File: src/rtl/systolic_array_ctrl_if.sv
`default_nettype none
// ============================================================================
// Module      : systolic_array_ctrl_if
// Description : Handshake and array-control bundle between a job host and the
//               systolic array controller.
//               master : host side (drives start/num_vec/abort and the
//                        weight/activation valids).
//               slave  : controller side (drives readies, array strobes and
//                        job status).
//               Signals: start, num_vec[CntW], abort, w_valid/w_ready,
//                        a_valid/a_ready, arr_w_en, arr_l_b,
//                        arr_in_valid[N], out_valid, busy, done.
// Revision    : 1.0 - initial release
// ============================================================================
interface systolic_array_ctrl_if #(
  parameter int N      = 4,
  parameter int MaxVec = 256,
  parameter int CntW   = $clog2(MaxVec + 1)
);
  logic            start;
  logic [CntW-1:0] num_vec;
  logic            abort;
  logic            w_valid;
  logic            w_ready;
  logic            a_valid;
  logic            a_ready;
  logic            arr_w_en;
  logic            arr_l_b;
  logic [N-1:0]    arr_in_valid;
  logic            out_valid;
  logic            busy;
  logic            done;

  modport master (
    output start, num_vec, abort, w_valid, a_valid,
    input  w_ready, a_ready, arr_w_en, arr_l_b, arr_in_valid, out_valid,
           busy, done
  );

  modport slave (
    input  start, num_vec, abort, w_valid, a_valid,
    output w_ready, a_ready, arr_w_en, arr_l_b, arr_in_valid, out_valid,
           busy, done
  );
endinterface
`default_nettype wire

File: src/rtl/systolic_array_ctrl.sv
`default_nettype none
// ============================================================================
// Module      : systolic_array_ctrl
// Description : Job sequencer for an N x N weight-stationary systolic array.
//               A job loads N weight rows, latches them into every PE, then
//               streams num_vec activation vectors with per-row skewed valid
//               strobes, and finally drains the array for 2N-1 cycles.
// Ports       : clk    - sole clock, rising edge
//               res_n  - asynchronous active-low reset
//               bus    - systolic_array_ctrl_if.slave (job control, weight and
//                        activation handshakes, array strobes, busy/done)
// Revision    : 1.0 - initial release
// ============================================================================
module systolic_array_ctrl #(
  parameter int N      = 4,                   // array dimension, N >= 2
  parameter int MaxVec = 256,                 // max activation vectors per job
  parameter int CntW   = $clog2(MaxVec + 1)   // vector counter width
) (
  input  wire                  clk,
  input  wire                  res_n,
  systolic_array_ctrl_if.slave bus
);

  // The skew line covers both the row skew (N-1 taps) and the full
  // propagation to the array bottom (2N-1 cycles), so one shift register
  // serves arr_in_valid and out_valid.
  localparam int SkewLen = 2 * N - 1;
  localparam int WCntW   = $clog2(N + 1);
  localparam int DCntW   = $clog2(SkewLen + 1);

  localparam logic [WCntW-1:0] WLast = WCntW'(N - 1);
  localparam logic [DCntW-1:0] DLast = DCntW'(SkewLen - 1);
  localparam logic [CntW-1:0]  VMax  = CntW'(MaxVec);

  typedef enum logic [2:0] {
    S_IDLE   = 3'd0,
    S_LOAD_W = 3'd1,
    S_LATCH  = 3'd2,
    S_STREAM = 3'd3,
    S_DRAIN  = 3'd4
  } state_t;

  state_t             r_state;
  logic [WCntW-1:0]   r_wcnt;
  logic [CntW-1:0]    r_vcnt;
  logic [CntW-1:0]    r_job;
  logic [DCntW-1:0]   r_dcnt;
  logic [SkewLen-1:0] r_skew;   // r_skew[k] = activation beat delayed k+1
  logic               r_done;

  logic               w_w_beat;
  logic               w_a_beat;
  logic [CntW-1:0]    w_vcnt_inc;

  // Readies and status are pure decodes of the state register.
  assign bus.w_ready      = (r_state == S_LOAD_W);
  assign bus.a_ready      = (r_state == S_STREAM);
  assign w_w_beat         = bus.w_valid & bus.w_ready;
  assign w_a_beat         = bus.a_valid & bus.a_ready;
  assign bus.arr_w_en     = w_w_beat;
  assign bus.arr_l_b      = (r_state == S_LATCH);
  assign bus.arr_in_valid = {r_skew[N-2:0], w_a_beat};
  assign bus.out_valid    = r_skew[SkewLen-1];
  assign bus.busy         = (r_state != S_IDLE);
  assign bus.done         = r_done;

  assign w_vcnt_inc = r_vcnt + CntW'(1);

  always_ff @(posedge clk or negedge res_n) begin
    if (!res_n) begin
      r_state <= S_IDLE;
      r_wcnt  <= '0;
      r_vcnt  <= '0;
      r_job   <= '0;
      r_dcnt  <= '0;
      r_skew  <= '0;
      r_done  <= 1'b0;
    end else if (bus.abort) begin
      // Cancel wins over everything, including a start in the same cycle.
      r_state <= S_IDLE;
      r_wcnt  <= '0;
      r_vcnt  <= '0;
      r_job   <= '0;
      r_dcnt  <= '0;
      r_skew  <= '0;
      r_done  <= 1'b0;
    end else begin
      // Skew line shifts in every state so trailing strobes finish in DRAIN.
      r_skew <= {r_skew[SkewLen-2:0], w_a_beat};
      r_done <= 1'b0;

      case (r_state)
        S_IDLE: begin
          if (bus.start) begin
            if (bus.num_vec == '0) begin
              r_done <= 1'b1;            // empty job completes immediately
            end else begin
              // Oversized requests are clamped so the counter cannot wrap.
              r_job   <= (bus.num_vec > VMax) ? VMax : bus.num_vec;
              r_wcnt  <= '0;
              r_vcnt  <= '0;
              r_dcnt  <= '0;
              r_state <= S_LOAD_W;
            end
          end
        end

        S_LOAD_W: begin
          if (w_w_beat) begin
            if (r_wcnt == WLast) begin
              r_wcnt  <= '0;
              r_state <= S_LATCH;
            end else begin
              r_wcnt <= r_wcnt + WCntW'(1);
            end
          end
        end

        S_LATCH: begin
          r_state <= S_STREAM;
        end

        S_STREAM: begin
          if (w_a_beat) begin
            if (w_vcnt_inc == r_job) begin
              r_vcnt  <= '0;
              r_dcnt  <= '0;
              r_state <= S_DRAIN;
            end else if (r_vcnt != VMax) begin
              r_vcnt <= w_vcnt_inc;
            end
          end
        end

        S_DRAIN: begin
          if (r_dcnt == DLast) begin
            r_dcnt  <= '0;
            r_done  <= 1'b1;
            r_state <= S_IDLE;
          end else begin
            r_dcnt <= r_dcnt + DCntW'(1);
          end
        end

        default: begin
          r_state <= S_IDLE;
        end
      endcase
    end
  end

endmodule
`default_nettype wire

File: src/flat_wrapper.sv
// flat-port wrapper written by rule: the top's interface ports become plain ports
module systolic_array_ctrl_flat 
#(
  parameter int N      = 4,                                             
  parameter int MaxVec = 256,                                                  
  parameter int CntW   = $clog2(MaxVec + 1)                          
)
  (clk, res_n, bus_start, bus_num_vec, bus_abort, bus_w_valid, bus_a_valid, bus_w_ready, bus_a_ready, bus_arr_w_en, bus_arr_l_b, bus_arr_in_valid, bus_out_valid, bus_busy, bus_done);
  systolic_array_ctrl_if #(.N(N), .MaxVec(MaxVec), .CntW(CntW)) bus_i ();
  input  wire clk;
  input  wire res_n;
  input wire logic [$bits(bus_i.start)-1:0] bus_start;
  input wire logic [$bits(bus_i.num_vec)-1:0] bus_num_vec;
  input wire logic [$bits(bus_i.abort)-1:0] bus_abort;
  input wire logic [$bits(bus_i.w_valid)-1:0] bus_w_valid;
  input wire logic [$bits(bus_i.a_valid)-1:0] bus_a_valid;
  output wire logic [$bits(bus_i.w_ready)-1:0] bus_w_ready;
  output wire logic [$bits(bus_i.a_ready)-1:0] bus_a_ready;
  output wire logic [$bits(bus_i.arr_w_en)-1:0] bus_arr_w_en;
  output wire logic [$bits(bus_i.arr_l_b)-1:0] bus_arr_l_b;
  output wire logic [$bits(bus_i.arr_in_valid)-1:0] bus_arr_in_valid;
  output wire logic [$bits(bus_i.out_valid)-1:0] bus_out_valid;
  output wire logic [$bits(bus_i.busy)-1:0] bus_busy;
  output wire logic [$bits(bus_i.done)-1:0] bus_done;
  assign bus_i.start = bus_start;
  assign bus_i.num_vec = bus_num_vec;
  assign bus_i.abort = bus_abort;
  assign bus_i.w_valid = bus_w_valid;
  assign bus_i.a_valid = bus_a_valid;
  assign bus_w_ready = bus_i.w_ready;
  assign bus_a_ready = bus_i.a_ready;
  assign bus_arr_w_en = bus_i.arr_w_en;
  assign bus_arr_l_b = bus_i.arr_l_b;
  assign bus_arr_in_valid = bus_i.arr_in_valid;
  assign bus_out_valid = bus_i.out_valid;
  assign bus_busy = bus_i.busy;
  assign bus_done = bus_i.done;
  systolic_array_ctrl #(.N(N), .MaxVec(MaxVec), .CntW(CntW)) u_core (.clk(clk), .res_n(res_n), .bus(bus_i));
endmodule
File: config.mk
export PLATFORM = sky130hd
export DESIGN_NAME = systolic_array_ctrl_flat
export DESIGN_NICKNAME = d
export VERILOG_FILES = /design/src/rtl/systolic_array_ctrl_if.sv /design/src/rtl/systolic_array_ctrl.sv /design/src/flat_wrapper.sv
export SDC_FILE = /design/constraint.sdc
export NUM_CORES = 1
export LEC_CHECK = 0
export ABC_AREA = 1
export ABC_CLOCK_PERIOD_IN_PS = 1750
export BUFFER_PORTS_ARGS = -buffer_cell sky130_fd_sc_hd__clkbuf_2
export CAP_MARGIN = 20
export CORE_AREA = 2 2 68 70
export DETAILED_ROUTE_END_ITERATION = 10
export DIE_AREA = 0 0 70 72
export GPL_TIMING_DRIVEN = 0
export PLACE_DENSITY = 0.71
export SLEW_MARGIN = 20
export SYNTH_ARGS = -nofsm -noshare
export SYNTH_HDL_FRONTEND = slang
export SYNTH_SLANG_ARGS = --single-unit
File: constraint.sdc
create_clock -name clk -period 1.75 [get_ports clk]
set_input_delay 0.0875 -clock clk [delete_from_list [all_inputs] [get_ports clk]]
set_output_delay 0.0875 -clock clk [all_outputs]
set_load 0.005 [all_outputs]
==> out/qor.csv, run 1 <==
stage,metric,value,unit
sta,setup_violations,15,
yosys,synthTopCellsByCount,"80 x nand2_1, 49 x inv_1, 35 x dfrtp_1",
cts,path_clk_slew,0.08,ns
setup_path,r2r_start,u_core.r_vcnt[0]$_DFFE_PN0P_,
sta,slew_headroom,44.0,%
cells_and_area,layout-drive-gt1-share,25.2,%
floorplanning,dieArea,5040,um2
yosys,synth-edff-count,0,
cts,clock-root-buffer,clkbuf_8,
routing,via_count,2095,
cts,cts_sinks,35,
cells_and_area,diodes,0,
setup_path,crit_start,u_core.r_vcnt[0]$_DFFE_PN0P_,
setup_path,critPathKind,reg2reg,
routing,viasPerCell,5.28,
yosys,synth_warnings,0,
floorplanning,rows,24,
cts,cts_buffer_depth,2,
cells_and_area,nets,362,
power_and_ir_drop,power.total,0.00233,W
setup_path,crit_fanout,5,
power_and_ir_drop,peakVddDrop,0.621,mV
yosys,synth_cells,306,
sta,finalHoldViolCount,0,
cts,tritoncts,built,
yosys,avgSynthCellArea,7.09,um2
sta,holdWs,0.0701,ns
yosys,synthTopCellsByArea,"dfrtp_1 40%, nand2_1 14%, inv_1 8.5%",
place,gp_congestion,0.843,
yosys,syn_nets,324,
routing,wl_per_cell,13.3,um
routing,postRouteAntennaNets,0,
setup_path,r2r_setup_slack,-0.12,ns
yosys,yosys.area.top_type_share,40.4,%
sta,max_freq,534,MHz
yosys,syn_area,2170,um2
global_route,antenna_found_initial,0,
global_route,grt_use_total,23.2,%
global_route,grt_pass1_wl,9290,um
place,dpl.hpwl,3720,um
cells_and_area,area_growth,20.1,%
yosys,synth_most_common_cell,nand2_1,
setup_path,timing.rr.end,u_core.r_vcnt[8]$_DFFE_PN0P_,
global_route,first_global_vias,2080,
outcome,status,finished with violations,
sta,rsz0062_at_grt,yes,
place,dpl_cell_area,2360,um2
cts,htreeDepth,2,
routing,drc,0,
power_and_ir_drop,power_density,894,nW/um2
sta,finalCritPeriodShare,107,%
power_and_ir_drop,power_leakage,1.32,nW
cells_and_area,n_fill_cell,395,
sta,worst_slack,-0.123,ns
yosys,yosysTopAreaCell,dfrtp_1,
setup_path,arrival,2.05,ns
sta,fin_tns_setup,-1.37,ns
floorplanning,io_pins,26,
yosys,synth-main-ff-cell,dfrtp_1,
setup_path,r2r_cells,13,
global_route,grt_max_degree,36,
cts,clk_latency,0.29,ns
flow_run,drv_cap,0,
cts,numCtsBuffers,5,
sta,maxSlewViolCount,0,
floorplanning,core_area,4260,um2
global_route,overflow,0,
yosys,synth_seq_area_share,40.4,%
setup_path,crit_end,u_core.r_vcnt[8]$_DFFE_PN0P_,
yosys,ys_types,30,
setup_path,start_kind,register,
setup_path,cp-end-kind,register,
outcome,violations,negative setup slack,
routing,wl,5290,um
yosys,ys_ff_latch,35,
cells_and_area,finish.utilization,61.1,%
sta,worst_pin_slew,0.839,ns
cells_and_area,final_cell_area,2610,um2
sta,fin_skew,0.0119,ns
floorplanning,die_y,72,um
routing,firstDrtPassIters,4,
place,port_buffers,25,
yosys,async_flop_share,100,%
sta,min_period,1.87,ns
min_path,hold_class,in2reg,
setup_path,critical_path_required,1.93,ns
routing,drt-initial-drc-count,150,
floorplanning,start_util,50.9,%
floorplanning,die_x,70,um
[how the worst min path moves through the flow]
stage / from / to / slack, ns / depth (start not counted)
finish: bus_a_valid / u_core.r_skew[0]$_DFF_PN0_ / 0.07 / 3
global route: bus_num_vec[4] / u_core.r_job[4]$_DFFE_PN0P_ / 0.1 / 3
CTS: bus_a_valid / u_core.r_skew[0]$_DFF_PN0_ / 0.06 / 3
detailed placement: res_n / u_core.r_vcnt[2]$_DFFE_PN0P_ / 0.24 / 1
global placement: res_n / u_core.r_vcnt[2]$_DFFE_PN0P_ / 0.24 / 1
floorplan: res_n / u_core.bus.done$_DFF_PN0_ / -0.21 / 0
[power breakdown]
part           internal (W)  switching, W  leakage [nW]
logic              0.000280      0.000529         0.801
registers          0.000881     0.0000673         0.476
clock network      0.000279      0.000291        0.0422
[sequential cells by signal, summed over array words and instances, names as in the netlist]
name and count:
u_core.r_wcnt 3, u_core.r_skew 7, u_core.r_vcnt 9, u_core.r_job 9
u_core.r_dcnt 3, u_core.bus.done 1, u_core.r_state 3
[worst max-delay path: stages, from the launching register on]
cell and delay (ns):
dfrtp_2 0.46, ha_4 0.19, nand2_2 0.10, inv_2 0.06
nand2_1 0.08, nand2_1 0.08, nand2_1 0.08, nand3_2 0.09
nor2_4 0.15, nand2_2 0.08, nor2_4 0.17, nor2_4 0.08
nand4_1 0.10, nand2_1 0.05
[per-layer routing]
metal,up-vias,wire [um],GRT usage (%)
li1,1064,-,-
met1,962,2320,28.4
met2,61,2600,40.4
met3,8,277,4.17
met4,0,97,10.0
met5,-,0,0
[layout by cell type, fill, tap and decap left out, drive strengths merged]
cell	count
nand2	85
inv	52
dfrtp	35
clkbuf	34
nor2	33
nand3	31
o21ai	22
nand4	19
buf	10
nor3	5
o21bai	4
ha	3
nor4	2
o32ai	1
a21oi	1
nand3b	1
xnor2	1
o21a	1
a21boi	1
a31oi	1
o31ai	1
clkinv	1
dlygate4sd3	1
[metrics by stage]
| step | instances | setup slack, ns |
|---|---|---|
| 6_report | 397 | -0.123 |
| 5_1_grt | 397 | -0.259 |
| 4_1_cts | 396 | -0.172 |
| 3_5_place_dp | 383 | -0.253 |
| 3_3_place_gp | 383 | -0.238 |
| 2_1_floorplan | 306 | 0.0110 |
[timing repair]
action	in CTS	in global routing
cloned	1	0
pin swaps	14	13
gates resized for setup	19	18
setup endpoints to repair	15	22
hold buffers	1	0
endpoints found under the hold margin	35	0
setup buffers	3	1
[final cells by class]
class	instances	area, um2	area share, %
flip-flops and latches	35	880	33.8
clock buffers	7	76.3	2.93
clock inverters	1	5.00	0.192
repair buffers	30	165	6.34
multi-input cells	212	1160	44.6
plain buffers	8	53.8	2.07
well taps	52	65.1	2.50
inverters	52	198	7.59
[cell families after synthesis]
group	Yosys count	synth area share (%)
and+or+nand+nor	175	37.6
buffers and inverters	60	11.3
DFF	35	40.4
AOI/OAI and AO/OA	32	8.60
adders and majority gates	3	1.73
xor gates and xnor gates	1	0.404
Power figures use the tool's default switching activity.
==> run 2, diff against run 1 <==
--- a/config.mk
+++ b/config.mk
@@ -9,11 +9,11 @@
 export ABC_CLOCK_PERIOD_IN_PS = 1750
 export BUFFER_PORTS_ARGS = -buffer_cell sky130_fd_sc_hd__clkbuf_2
 export CAP_MARGIN = 20
-export CORE_AREA = 2 2 68 70
+export CORE_AREA = 2 2 72 67
 export DETAILED_ROUTE_END_ITERATION = 10
-export DIE_AREA = 0 0 70 72
+export DIE_AREA = 0 0 74 69
 export GPL_TIMING_DRIVEN = 0
-export PLACE_DENSITY = 0.71
+export PLACE_DENSITY = 0.7
 export SLEW_MARGIN = 20
 export SYNTH_ARGS = -nofsm -noshare
 export SYNTH_HDL_FRONTEND = slang
==> run 2 against run 1 <==
Compared with the run above:
- the flow still finishes with violations (negative setup slack)
- sequential share of layout area down 0.70 points
- utilization up 0.21 points
- combinational power is 1% lower
- highest routed layer unchanged
- sequential power hardly changed
- register-to-register slack hardly changed
==> out/qor.csv, run 2 (synthesis gave the netlist of run 1 again) <==
stage,metric,value,unit
outcome,status,finished with violations,
outcome,violations,negative setup slack,
setup_path,critPathKind,reg2reg,
routing,drc,0,
global_route,overflow,0,
cts,htreeDepth,2,
routing,viasPerCell,5.05,
routing,wl,4970,um
power_and_ir_drop,power.total,0.00237,W
min_path,hold_start,bus_a_valid,
cts,numCtsBuffers,5,
power_and_ir_drop,power_density,891,nW/um2
global_route,first_global_vias,1864,
floorplanning,start_util,49.9,%
cts,cts_sinks,35,
flow_run,drv_cap,0,
cells_and_area,n_fill_cell,399,
setup_path,r2r_start,u_core.r_vcnt[0]$_DFFE_PN0P_,
sta,finalHoldViolCount,0,
sta,rsz0062_at_grt,yes,
cts,tritoncts,built,
sta,min_period,1.86,ns
place,port_buffers,25,
min_path,hold_class,in2reg,
power_and_ir_drop,peakVddDrop,0.531,mV
setup_path,cp-end-kind,register,
sta,slew_headroom,43.9,%
cts,path_clk_slew,0.07,ns
cells_and_area,final_common_cell,nand2_1,
global_route,grt_max_degree,36,
setup_path,crit_fanout,5,
cells_and_area,diodes,0,
cts,clock-root-buffer,clkbuf_8,
global_route,grt_use_total,20.4,%
global_route,antenna_found_initial,0,
floorplanning,dieArea,5110,um2
routing,postRouteAntennaNets,0,
routing,drt-initial-drc-count,156,
cts,cts_buffer_depth,2,
floorplanning,io_pins,26,
setup_path,crit_start,u_core.r_vcnt[0]$_DFFE_PN0P_,
cells_and_area,nets,363,
setup_path,critical_path_required,1.91,ns
setup_path,start_kind,register,
global_route,grt_util_met3,4.39,%
sta,fin_tns_setup,-0.819,ns
sta,setup_violations,14,
place,dpl.hpwl,3670,um
place,dpl_cell_area,2370,um2
sta,worst_pin_slew,0.841,ns
routing,wl_per_cell,12.2,um
floorplanning,die_y,69,um
floorplanning,rows,23,
cells_and_area,layout_common_cells,"73 x nand2_1, 44 x inv_1, 31 x dfrtp_1",
cells_and_area,reg_top3,"u_core.r_job x9, u_core.r_vcnt x9, u_core.r_skew x7",
routing,firstDrtPassIters,5,
floorplanning,core_area,4350,um2
cells_and_area,layout-drive-gt1-share,27.2,%
place,place_ws,-0.274,ns
cells_and_area,area_growth,22.9,%
global_route,grt_pass1_wl,8340,um
cells_and_area,finish.utilization,61.3,%
global_route,grt_use_met2,31.3,%
global_route,busiest_layer,met2,
cts,clk_latency,0.28,ns
sta,max_freq,537,MHz
setup_path,arrival,2.02,ns
sta,finalCritPeriodShare,106,%
power_and_ir_drop,power_leakage,1.33,nW
floorplanning,die_x,74,um
place,gp_congestion,0.867,
sta,fin_skew,0.00654,ns
sta,maxSlewViolCount,0,
routing,via_count,2060,
sta,worst_slack,-0.111,ns
global_route,use_met1,29.5,%
cells_and_area,final_cell_area,2660,um2
## run 2: what timing repair did
action,4_1_cts,5_1_grt
gates resized for setup,12,29
gates cloned,1,0
hold buffers,1,0
hold endpoints to repair,35,0
buffers inserted,3,2
pin swaps,3,15
setup endpoints to repair,15,22
## run 2: worst paths after layout
path                       depth (start not counted)  slack (ns)                            to
max                                               13       -0.11  u_core.r_vcnt[0]$_DFFE_PN0P_
min                                                3        0.06    u_core.r_skew[0]$_DFF_PN0_
max reg2reg                                       13       -0.11  u_core.r_vcnt[0]$_DFFE_PN0P_
min reg2reg                                        2        0.46    u_core.r_skew[4]$_DFF_PN0_
min in group asynchronous                          2        0.44    u_core.r_skew[2]$_DFF_PN0_
max in group asynchronous                          2        0.72  u_core.r_vcnt[1]$_DFFE_PN0P_
## run 2: critical path: stages (launching register included)
cell and delay [ns]:
dfrtp_2 0.46, ha_4 0.19, nand2_2 0.10, inv_2 0.06, nand2_2 0.07, nand2_1 0.07, nand2_1 0.07, nand3_2 0.09
nor2_4 0.14, nand2_2 0.08, nor2_4 0.15, nor2_4 0.07, nand4_1 0.10, nand2_1 0.08
## run 2: area by class of cell
class	instances	area [um2]	area share [%]
Timing Repair Buffer	31	173	6.48
Tap cell	62	77.6	2.91
Multi-Input combinational cell	212	1180	44.4
Clock buffer	8	100	3.76
Sequential cell	35	881	33.1
Buffer	8	51.3	1.93
Inverter	52	199	7.47
## run 2: through the flow
step | cells | hold WS [ns]
5_1_grt | 408 | 0.0819
6_report | 408 | 0.0597
3_3_place_gp | 393 | 0.238
3_5_place_dp | 393 | 0.238
4_1_cts | 406 | 0.0551
2_1_floorplan | 306 | -0.208
## run 2: power by group
part	internal, W	total (W)	switching (W)
Clock	0.000359	0.000625	0.000266
Sequential	0.000881	0.000949	0.0000677
Combinational	0.000277	0.000800	0.000524
## run 2: metal layers
metal	part of all wire, %	vias to the layer above
li1	-	1070
met1	49	937
met2	46	51
met3	4.5	2
met4	0.42	0
met5	0	-
